[src/rtl/risc_toy_pkg.sv]
`default_nettype none
// ============================================================================
//  Module      : risc_toy_pkg
//  Description : Shared constants for the pipeline hazard controller:
//                forwarding-select encodings, FSM state encodings,
//                register-address / counter widths and memory-wait limit.
//  Revision    : 1.0  initial release
// ============================================================================
package risc_toy_pkg;

    localparam int c_REG_AW = 5;
    localparam int c_CNT_W  = 16;
    localparam int c_WAIT_W = 8;

    localparam logic [c_WAIT_W-1:0] c_WAIT_LIMIT = 8'd255;

    // EX operand select codes
    localparam logic [1:0] c_FWD_REGFILE = 2'b00;
    localparam logic [1:0] c_FWD_EXMEM   = 2'b01;
    localparam logic [1:0] c_FWD_MEMWB   = 2'b10;

    // Memory-wait FSM states
    localparam logic [0:0] c_ST_RUN   = 1'b0;
    localparam logic [0:0] c_ST_MWAIT = 1'b1;

    // The youngest producer (currently in EX) wins over the older one in MEM.
    function automatic logic [1:0] fwd_select(input logic ex_match, input logic mem_match);
        if (ex_match) begin
            return c_FWD_EXMEM;
        end else if (mem_match) begin
            return c_FWD_MEMWB;
        end
        return c_FWD_REGFILE;
    endfunction

endpackage
`default_nettype wire

[src/rtl/hazard_cmp.sv]
`default_nettype none
// ============================================================================
//  Module      : hazard_cmp
//  Description : Compares one ID source operand against the EX and MEM
//                destinations. A match needs the source to be read and the
//                producer to write; register 0 is treated like any other.
//  Revision    : 1.0  initial release
// ============================================================================
module hazard_cmp
    import risc_toy_pkg::*;
(
    input  logic [c_REG_AW-1:0] ra,
    input  logic                use_src,
    input  logic [c_REG_AW-1:0] ex_wa,
    input  logic                ex_wen,
    input  logic [c_REG_AW-1:0] mem_wa,
    input  logic                mem_wen,
    output logic                ex_match,
    output logic                mem_match
);

    // Match flags gated by the use bit and the producer write enables
    always_comb begin
        ex_match  = use_src && ex_wen  && (ra == ex_wa);
        mem_match = use_src && mem_wen && (ra == mem_wa);
    end

endmodule
`default_nettype wire

[src/rtl/pipe_hazard_ctrl.sv]
`default_nettype none
// ============================================================================
//  Module      : pipe_hazard_ctrl
//  Description : Stall / flush / forwarding control for a 5-stage pipeline,
//                with performance counters and a memory-wait watchdog.
//                Build option: define PIPE_FORWARD_EN to enable operand
//                forwarding (only load-use then stalls); otherwise any RAW
//                dependency on EX or MEM stalls and forwarding is tied off.
//  Revision    : 1.0  initial release
// ============================================================================
module pipe_hazard_ctrl
    import risc_toy_pkg::*;
(
    input  logic                clk,
    input  logic                rst,
    input  logic [c_REG_AW-1:0] id_ra0,
    input  logic [c_REG_AW-1:0] id_ra1,
    input  logic                id_use0,
    input  logic                id_use1,
    input  logic [c_REG_AW-1:0] ex_wa,
    input  logic [c_REG_AW-1:0] mem_wa,
    input  logic                ex_wen,
    input  logic                mem_wen,
    input  logic                ex_load,
    input  logic                ex_br_taken,
    input  logic                mem_wait,
    output logic                pc_stall,
    output logic                ifid_stall,
    output logic                idex_stall,
    output logic                exmem_stall,
    output logic                ifid_flush,
    output logic                idex_flush,
    output logic [1:0]          fwd_a,
    output logic [1:0]          fwd_b,
    output logic [c_CNT_W-1:0]  stall_cnt,
    output logic [c_CNT_W-1:0]  flush_cnt,
    output logic                wait_err
);

    logic w_ex_match0, w_mem_match0;
    logic w_ex_match1, w_mem_match1;
    logic w_hazard;

    logic [0:0]          r_state;
    logic [c_WAIT_W-1:0] r_wait_cnt;
    logic                r_wait_err;
    logic [c_CNT_W-1:0]  r_stall_cnt;
    logic [c_CNT_W-1:0]  r_flush_cnt;

    hazard_cmp u_cmp0 (
        .ra        (id_ra0),
        .use_src   (id_use0),
        .ex_wa     (ex_wa),
        .ex_wen    (ex_wen),
        .mem_wa    (mem_wa),
        .mem_wen   (mem_wen),
        .ex_match  (w_ex_match0),
        .mem_match (w_mem_match0)
    );

    hazard_cmp u_cmp1 (
        .ra        (id_ra1),
        .use_src   (id_use1),
        .ex_wa     (ex_wa),
        .ex_wen    (ex_wen),
        .mem_wa    (mem_wa),
        .mem_wen   (mem_wen),
        .ex_match  (w_ex_match1),
        .mem_match (w_mem_match1)
    );

`ifdef PIPE_FORWARD_EN
    logic [1:0] r_fwd_a;
    logic [1:0] r_fwd_b;

    // Only a load in EX cannot be forwarded in time
    assign w_hazard = ex_load && (w_ex_match0 || w_ex_match1);

    // Forward selects move into EX with the instruction; held while IDEX holds
    always_ff @(posedge clk) begin
        if (rst) begin
            r_fwd_a <= c_FWD_REGFILE;
            r_fwd_b <= c_FWD_REGFILE;
        end else if (idex_stall) begin
            r_fwd_a <= r_fwd_a;
            r_fwd_b <= r_fwd_b;
        end else if (idex_flush) begin
            r_fwd_a <= c_FWD_REGFILE;
            r_fwd_b <= c_FWD_REGFILE;
        end else begin
            r_fwd_a <= fwd_select(w_ex_match0, w_mem_match0);
            r_fwd_b <= fwd_select(w_ex_match1, w_mem_match1);
        end
    end

    assign fwd_a = r_fwd_a;
    assign fwd_b = r_fwd_b;
`else
    logic w_unused_load;

    // Without forwarding every pending write in EX or MEM must drain first
    assign w_hazard = w_ex_match0 || w_ex_match1 || w_mem_match0 || w_mem_match1;
    assign w_unused_load = ex_load;
    assign fwd_a = c_FWD_REGFILE;
    assign fwd_b = c_FWD_REGFILE;
`endif

    // Priority: memory wait freezes everything, then taken branch, then RAW stall
    always_comb begin
        pc_stall    = 1'b0;
        ifid_stall  = 1'b0;
        idex_stall  = 1'b0;
        exmem_stall = 1'b0;
        ifid_flush  = 1'b0;
        idex_flush  = 1'b0;
        if (!rst) begin
            if (mem_wait) begin
                pc_stall    = 1'b1;
                ifid_stall  = 1'b1;
                idex_stall  = 1'b1;
                exmem_stall = 1'b1;
            end else if (ex_br_taken) begin
                ifid_flush  = 1'b1;
                idex_flush  = 1'b1;
            end else if (w_hazard) begin
                pc_stall    = 1'b1;
                ifid_stall  = 1'b1;
                idex_flush  = 1'b1;
            end
        end
    end

    // Memory-wait FSM with saturating wait counter and sticky timeout flag
    always_ff @(posedge clk) begin
        if (rst) begin
            r_state    <= c_ST_RUN;
            r_wait_cnt <= '0;
            r_wait_err <= 1'b0;
        end else begin
            r_state <= mem_wait ? c_ST_MWAIT : c_ST_RUN;
            if ((r_state == c_ST_MWAIT) && mem_wait) begin
                if (r_wait_cnt != c_WAIT_LIMIT) begin
                    r_wait_cnt <= r_wait_cnt + 8'd1;
                end
                if (r_wait_cnt >= (c_WAIT_LIMIT - 8'd1)) begin
                    r_wait_err <= 1'b1;
                end
            end else begin
                r_wait_cnt <= '0;
            end
        end
    end

    // Saturating performance counters
    always_ff @(posedge clk) begin
        if (rst) begin
            r_stall_cnt <= '0;
            r_flush_cnt <= '0;
        end else begin
            if (pc_stall && (r_stall_cnt != '1)) begin
                r_stall_cnt <= r_stall_cnt + 16'd1;
            end
            if (ifid_flush && (r_flush_cnt != '1)) begin
                r_flush_cnt <= r_flush_cnt + 16'd1;
            end
        end
    end

    assign stall_cnt = r_stall_cnt;
    assign flush_cnt = r_flush_cnt;
    assign wait_err  = r_wait_err;

endmodule
`default_nettype wire

[config.mk]
export PLATFORM = sky130hd
export DESIGN_NAME = pipe_hazard_ctrl
export DESIGN_NICKNAME = d
export VERILOG_FILES = /design/src/rtl/risc_toy_pkg.sv /design/src/rtl/hazard_cmp.sv /design/src/rtl/pipe_hazard_ctrl.sv
export SDC_FILE = /design/constraint.sdc
export NUM_CORES = 1
export LEC_CHECK = 0
export BUFFER_PORTS_ARGS = -buffer_cell sky130_fd_sc_hd__buf_2
export CAP_MARGIN = 10
export CORE_MARGIN = 1
export CORE_UTILIZATION = 45
export DETAILED_ROUTE_END_ITERATION = 6
export PLACE_DENSITY = 0.71
export SYNTH_ARGS = -nofsm -noshare
export SYNTH_HDL_FRONTEND = slang
export SYNTH_SLANG_ARGS = --single-unit
[constraint.sdc]
create_clock -name clk -period 2.5 [get_ports clk]
set_input_delay 0.25 -clock clk [delete_from_list [all_inputs] [get_ports clk]]
set_output_delay 0.25 -clock clk [all_outputs]
set_load 0.02 [all_outputs]
=== Word-level counts from Yosys, hierarchy flattened ===
Cells that the tools add are included.

* Bitwise operators: 1
* Reductions and logical operators: 16
* Eq/ne operators: 7
* Order comparisons: 1
* Multiplexer cells: 12
* Add/subtract/negate cells: 3

{| class="wikitable"
|+ Operators with widths
! operator !! number
|-
| adder 16 x 1 -> 16 bit, second input constant || 2
|-
| != test 16 bit, second input constant || 2
|-
| equality test 5 bit || 4
|-
| two-way mux 1 bit || 12
|-
| logical AND 1 bit || 11
|-
| adder 8 x 1 -> 8 bit, second input constant || 1
|-
| greater-or-equal comparator 8 bit, second input constant || 1
|-
| != test 8 bit, second input constant || 1
|-
| logical OR 1 bit || 3
|-
| AND reduction 2 bit || 1
|-
| OR reduction 2 bit || 1
|-
| NOT 1 bit || 1
|}

* Bits in registers: 42
* Word-level logic and storage cells: 45
* Output and inout port bits: 43

=== Depth between registers and ports, before layout ===
Gate-level depths: netlist of the first run.

* Depth in word-level cells: 10
* Depth in mapped cells: 7
* Mapped depth without buffers: 7

=== By module ===
A second synthesis of the first run with hierarchy kept.

* Cell total of the unflattened synthesis: 287
* Area total of the unflattened synthesis: 2407.3 um^2

{| class="wikitable"
|+ Modules (own cells, without submodules)
! module !! seq. area each (um^2) !! times used !! area an instance (um^2) !! cells each
|-
| pipe_hazard_ctrl || 840.8 || 1 || 2172.1 || 255
|-
| hazard_cmp || 0.0 || 2 || 117.6 || 16
|}

=== Worst setup path after synthesis of the first run ===
No wires, ideal clock.

* Path type: register to register
* Start point: reg r_stall_cnt[0], in the netlist stall_cnt[0]
* End point: reg r_stall_cnt[1], in the netlist stall_cnt[1]
* Arrival time: 2.003 ns
* Cell stages (with the launch flop): 8
* Buffers on the path: 1
* Period minus slack after synthesis: 2.124 ns
* Slack: 0.376 ns
* Path through: dfxtp_1 > ha_1 > and3_2 > nand2_1 > or4_1 > buf_2 > o21ai_2 > mux2_4

* Cells in the longest elaborated chain, start to end: 2
* Elaborated cells on any way between the ends: 3

{| class="wikitable"
|+ RTL lines
! item !! RTL line !! source
|-
| start: declaration || pipe_hazard_ctrl.sv:47 || <nowiki>logic [c_CNT_W-1:0] r_stall_cnt;</nowiki>
|-
| start signal: assignment || pipe_hazard_ctrl.sv:161 || <nowiki>r_stall_cnt <= r_stall_cnt + 16'd1;</nowiki>
|-
| parallel branches: the longest is 2 deep, another holds adder 16 x 1 -> 16 bit || -- ||
|}

Parallel ways; which one is timed is not known.
A chain may end at the register's enable or synchronous reset.

=== Worst setup path after layout of the first run ===
* Start point: reg r_stall_cnt[0], in the netlist stall_cnt[0]
* End point: reg r_stall_cnt[7], in the netlist stall_cnt[7]

The elaborated chain is that of the path after synthesis.

==> impl_metrics.py, run 1 <==
metrics = {
    "status": {
        "status": "complete, no violations",
    },
    "worst_setup_path": {
        "crit_family": "simple AND/OR/NAND/NOR gates",
        "crit_slowest_cell": "or4_1",
        "start_kind": "register",
        "max_stage_delay_ns": 0.67,
        "crit_fanout": 7,
        "crit_chain": "ha_1, and3_2, nand2_1, or4_1, o2111ai_2, mux2_4",
        "crit_arrival_ns": 2.33,
        "path_class": "register to register",
        "critPathBufInv": 0,
        "worstPathRequired_ns": 2.68,
        "endpoint_kind": "register",
    },
    "route": {
        "wl_per_cell_um": 12.5,
        "drcViolationCount": 0,
        "wl_met1_um": 2440,
        "vias": 2204,
        "drt_iter0_drc": 91,
        "drt_pass1_iterations": 4,
        "vias_per_cell": 5.29,
        "ant_nets": 0,
        "met3_length_um": 209,
        "route.met2.wl_um": 2520,
        "highest_layer": "met4",
        "drt_wl_total_um": 5230,
    },
    "floorplanning": {
        "fp.dieW_um": 75.8,
        "num_rows": 26,
        "ios": 72,
        "dieHeight_um": 75.8,
        "dieArea_sq_mm": 0.00574,
        "start_util": 0.474,
        "coreArea_sq_mm": 0.00517,
    },
    "clocking": {
        "clockBufferDepth": 2,
        "cts_resized": 0,
        "clk_pin_slew_worst_paths_ns": 0.08,
        "cts_root_buf": "clkbuf_8",
        "ctsHoldBuffers": 0,
        "htreeDepth": 2,
        "cts_buffers": 5,
        "clk_latency_ns": 0.29,
        "post_cts_buffers": 0,
        "cts_tree": "done",
        "clock-sinks": 42,
    },
    "sta": {
        "period_share": 0.863,
        "worst_pin_slew_ns": 0.568,
        "fin_crit_ns": 2.16,
        "rsz0062_at_grt": "no",
        "relSlewSlack": 0.619,
        "max_freq_ghz": 0.463,
        "setup_slack_ns": 0.342,
        "fin_tns_setup_ns": 0,
        "hold_viol_final": 0,
        "final-setup-viol-count": 0,
        "hold_ws_ns": 0.388,
        "slew_viol_final": 0,
        "fin_worst_skew_ns": 0.00826,
    },
    "synthesis": {
        "synth_async_sr_flop_share": 0,
        "synth_ff_type": "dfxtp_1",
        "synth.most_common_cell": "dfxtp_1",
        "syn_inst": 281,
        "synth.top_cells.by_count": "dfxtp_1, nor2_1, xnor2_1",
        "synth_top_area_share": 0.343,
        "synth_top_cell_by_area": "dfxtp_1",
        "yosysWarnings": 0,
        "yosysUniqueCellTypes": 49,
        "yosysSeqAreaShare": 0.343,
        "ys_ff_latch": 42,
        "syn_avg_cell_area_sq_um": 8.72,
        "synth_edf_count": 0,
        "syn-cell-area_sq_mm": 0.00245,
        "synth.area.top_cells": "dfxtp_1, xnor2_1, nor2_1",
    },
    "pwr": {
        "switching_share": 0.254,
        "p_per_area_mw_per_mm2": 429,
        "p_seq_frac": 0.551,
        "irDropWorstVdd_uv": 321,
        "p_comb_frac": 0.124,
        "p_int_mw": 0.928,
        "power_frac_clock": 0.325,
        "leakagePower_nw": 1.28,
        "switchingPower_mw": 0.316,
    },
    "finish": {
        "final_cells": 417,
        "synthToLayoutAreaGrowth_pct": 18.4,
        "nets": 380,
        "drive_gt1_frac": 0.280,
        "final_util": 0.561,
        "n_antenna_cell": 0,
    },
    "grt": {
        "grt_first_pass_wirelength_um": 8410,
        "grt_overflow_total": 0,
        "antenna_found_initial": 0,
        "grt_start_max_net_pins": 23,
        "grt_util_all_layers": 0.190,
        "first_global_vias": 1997,
    },
    "placed_design": {
        "dp_slack_ns": 0.381,
        "port_buffers": 66,
        "hpwlAfterDp_um": 4010,
        "placed_cells": 410,
        "gp_congestion": 0.813,
    },
    "flow_run": {
        "drv_cap": 0,
    },
    "hold_path": {
        "worstHoldPathType": "input pin to register",
    },
}
==> flip-flops by register name, indices dropped and copies added, names as in the netlist <==
signal and flops:
stall_cnt 16, r_wait_cnt 8, flush_cnt 16, r_state 1
wait_err 1
==> per-layer routing <==
layer / up-vias / track usage
met5: - / 0
met4: 0 / 0.0597
met3: 7 / 0.0423
met2: 47 / 0.332
met1: 1021 / 0.231
li1: 1129 / -
==> worst reg2reg max path, stage by stage, from the launching register on <==
cell	delay (ns)
dfxtp_1	0.42
ha_1	0.19
and3_2	0.22
nand2_1	0.09
or4_1	0.67
o2111ai_2	0.14
mux2_4	0.31
==> cells in the final DEF (no fill, tap or decap), types with 3 or more instances in the layout <==
master	netlist	layout
a21oi_1	10	10
ha_1	4	4
xnor2_1	23	23
nand2_1	19	19
buf_4	6	4
nand4_1	9	9
dfxtp_1	42	42
xor2_1	13	13
nor3_1	5	5
nor2_1	31	31
clkbuf_8	0	5
and3_1	10	10
and4_1	4	4
nor2b_1	4	4
nand3_1	19	19
inv_1	8	8
o211ai_1	8	8
or3_1	3	3
mux2_4	3	3
buf_2	4	66
mux2_2	3	3
o21ai_0	8	8
a211oi_1	4	4
conb_1	1	4
mux2i_1	8	8
==> stage by stage <==
stage	instance area [sq um]	power (mW)
2_1_floorplan	2460	0.804
4_1_cts	2900	1.26
3_3_place_gp	2820	0.854
6_report	2900	1.24
5_1_grt	2900	1.30
3_5_place_dp	2820	0.857
==> cell type report <==
cell class | instances | area, sq um
clock buffers | 5 | 68.8
clock inverters | 2 | 10.0
fillers | 500 | 2270
inverters | 10 | 37.5
multi-input cells | 218 | 1500
flip-flops and latches | 42 | 841
well taps | 70 | 87.6
repair buffers | 70 | 360
==> logic make-up (layout without fill, tap and decap cells) <==
group           after synthesis  after routing  synth area share
compound gates               48             48             0.154
mux                          14             14            0.0649
xor+xnor                     36             36             0.129
fa+ha+maj                     4              4            0.0204
other cells                   1              4           0.00153
simple gates                112            112             0.236
buf+inv                      24             87            0.0511
flops                        42             42             0.343
==> power groups by stage <==
stage / clock network [mW] / registers, mW / logic (mW)
3_5_place_dp: 0 / 0.701 / 0.155
5_1_grt: 0.441 / 0.688 / 0.170
3_3_place_gp: 0 / 0.701 / 0.153
6_report: 0.405 / 0.686 / 0.154
2_1_floorplan: 0 / 0.708 / 0.0960
4_1_cts: 0.421 / 0.686 / 0.156
==> final timing paths <==
kind,startpoint,end,slack (ns),depth (start not counted)
setup / recovery,stall_cnt[0],stall_cnt[7],0.34,6
hold reg to reg,wait_err,wait_err,0.49,2
setup reg to reg,stall_cnt[0],stall_cnt[7],0.34,6
hold / removal,rst,flush_cnt[4],0.39,2
Power figures use the tool's default switching activity.
==> run 2: changes to the inputs <==
--- a/config.mk
+++ b/config.mk
@@ -7,6 +7,7 @@
 export LEC_CHECK = 0
 export BUFFER_PORTS_ARGS = -buffer_cell sky130_fd_sc_hd__buf_2
 export CAP_MARGIN = 10
+export CORE_ASPECT_RATIO = 0.8
 export CORE_MARGIN = 1
 export CORE_UTILIZATION = 45
 export DETAILED_ROUTE_END_ITERATION = 6
==> run 2 against run 1 <==
Effect of this change: the run now ends with DRC left; critical path depth is the same; clock power grew 29%; via count shrank 2.2%; setup slack gained 0.0026 ns; clock skew shrank 0.00063 ns; maximum frequency grew 0.12%; wire length grew 2.0%; total power grew 9.8%; die area is essentially flat; sequential share of layout area shrank 0.17 points; largest cell class unchanged; largest power group unchanged.
==> impl_metrics.py, run 2 (synthesis results as in run 1) <==
metrics = {
    "status": {
        "status": "finished, violations left",
        "failed_checks": "DRC",
    },
    "worst_setup_path": {
        "max_stage_delay_ns": 0.67,
        "reg2reg_depth": 6,
        "crit_arrival_ns": 2.34,
        "r2r-end": "stall_cnt[1]",
        "worstPathRequired_ns": 2.69,
        "endpoint_kind": "register",
        "r2r_slack_ns": 0.34,
        "crit-reg2reg-launch": "stall_cnt[0]",
        "crit_chain": "ha_1, and3_2, nand2_1, or4_1, o21ai_2, mux2_4",
        "path_class": "register to register",
        "crit_slowest_cell": "or4_1",
        "crit_fanout": 7,
        "start_kind": "register",
    },
    "clocking": {
        "htreeDepth": 2,
        "clockBufferDepth": 2,
        "cts_tree": "done",
        "post_cts_buffers": 0,
        "cts_root_buf": "clkbuf_8",
        "cts_resized": 0,
        "clk_latency_ns": 0.29,
        "ctsHoldBuffers": 0,
        "cts_buffers": 5,
        "clock-sinks": 42,
        "clk_pin_slew_worst_paths_ns": 0.08,
    },
    "floorplanning": {
        "coreArea_sq_mm": 0.00512,
        "dieArea_sq_mm": 0.00575,
        "dieHeight_um": 68.0,
        "fp.dieW_um": 84.5,
        "ios": 72,
        "num_rows": 23,
        "start_util": 0.478,
    },
    "grt": {
        "grt_overflow_total": 0,
        "first_global_vias": 1913,
        "antenna_found_initial": 0,
        "grt_start_max_net_pins": 21,
        "grt_first_pass_wirelength_um": 8850,
        "grt_util_all_layers": 0.192,
    },
    "hold_path": {
        "hp-start": "rst",
        "min_to": "wait_err",
        "holdPathStages": 2,
        "worstHoldPathType": "input pin to register",
    },
    "finish": {
        "final_common_cell": "buf_2",
        "synthToLayoutAreaGrowth_pct": 19.1,
        "most-common-layout-cells": "buf_2, dfxtp_1, nor2_1",
        "nFillCells": 497,
        "design_area_sq_mm": 0.00292,
        "drive_gt1_frac": 0.276,
        "nets": 380,
        "n_antenna_cell": 0,
    },
    "sta": {
        "hold_ws_ns": 0.362,
        "slew_viol_final": 0,
        "worst_pin_slew_ns": 0.604,
        "hold_viol_final": 0,
        "max_freq_ghz": 0.464,
        "fin_tns_setup_ns": 0,
        "rsz0062_at_grt": "no",
        "final-setup-viol-count": 0,
        "period_share": 0.862,
        "relSlewSlack": 0.594,
        "setup_slack_ns": 0.345,
        "fin_worst_skew_ns": 0.00762,
        "fin_crit_ns": 2.16,
    },
    "route": {
        "vias": 2156,
        "drt_pass1_iterations": 6,
        "wl_per_cell_um": 13.0,
        "ant_nets": 0,
        "drt_iter0_drc": 92,
        "drcViolationCount": 6,
        "vias_per_cell": 5.26,
        "drt_wl_total_um": 5330,
    },
    "placed_design": {
        "hpwlAfterDp_um": 4050,
        "place_area_sq_mm": 0.00281,
        "dp_slack_ns": 0.373,
        "gp_congestion": 0.853,
        "port_buffers": 66,
    },
    "pwr": {
        "p_per_area_mw_per_mm2": 468,
        "irDropWorstVdd_uv": 315,
        "leakagePower_nw": 1.28,
        "power_mw": 1.37,
    },
    "flow_run": {
        "drv_cap": 0,
    },
}
[run 2: how the worst max path moves through the flow]
stage                            start           end  cells past startpoint
after floorplan           stall_cnt[0]  stall_cnt[1]                      7
after global placement    stall_cnt[0]  stall_cnt[1]                      6
after detailed placement  stall_cnt[0]  stall_cnt[1]                      6
after CTS                 stall_cnt[0]  stall_cnt[1]                      6
after global routing      stall_cnt[0]  stall_cnt[1]                      6
final                     stall_cnt[0]  stall_cnt[1]                      6
[run 2: metal layers]
metal  share of wire  track usage  vias to the layer above
met5               0            0                        -
met4          0.0068       0.0445                        0
met3           0.046       0.0386                        5
met2            0.42        0.296                       44
met1            0.53        0.277                      974
li1                -            -                     1133
[run 2: cell type report]
cell class | instances | area (sq um) | area share
clock buffers | 7 | 76.3 | 0.0262
clock inverters | 1 | 30.0 | 0.0103
inverters | 10 | 37.5 | 0.0129
multi-input cells | 218 | 1500 | 0.512
flip-flops and latches | 42 | 841 | 0.288
well taps | 62 | 77.6 | 0.0266
repair buffers | 70 | 360 | 0.123
[run 2: power by group]
part           switching [mW]  internal, mW
registers             0.00912         0.677
clock network           0.225         0.299
logic                  0.0919        0.0645
[run 2: per-stage QoR]
step	instances	utilization
after global placement	402	0.549
after global routing	410	0.570
final	410	0.570
after CTS	410	0.570
after detailed placement	402	0.549
after floorplan	284	-
[run 2: critical path, delay by kind of cell, from the launching register on]
family	cells	cell delay, ns
adder cells (fa/ha/maj)	1	0.19
AO/OA/AOI/OAI	1	0.15
flip-flops	1	0.42
multiplexers	1	0.31
AND/OR/NAND/NOR	3	0.99
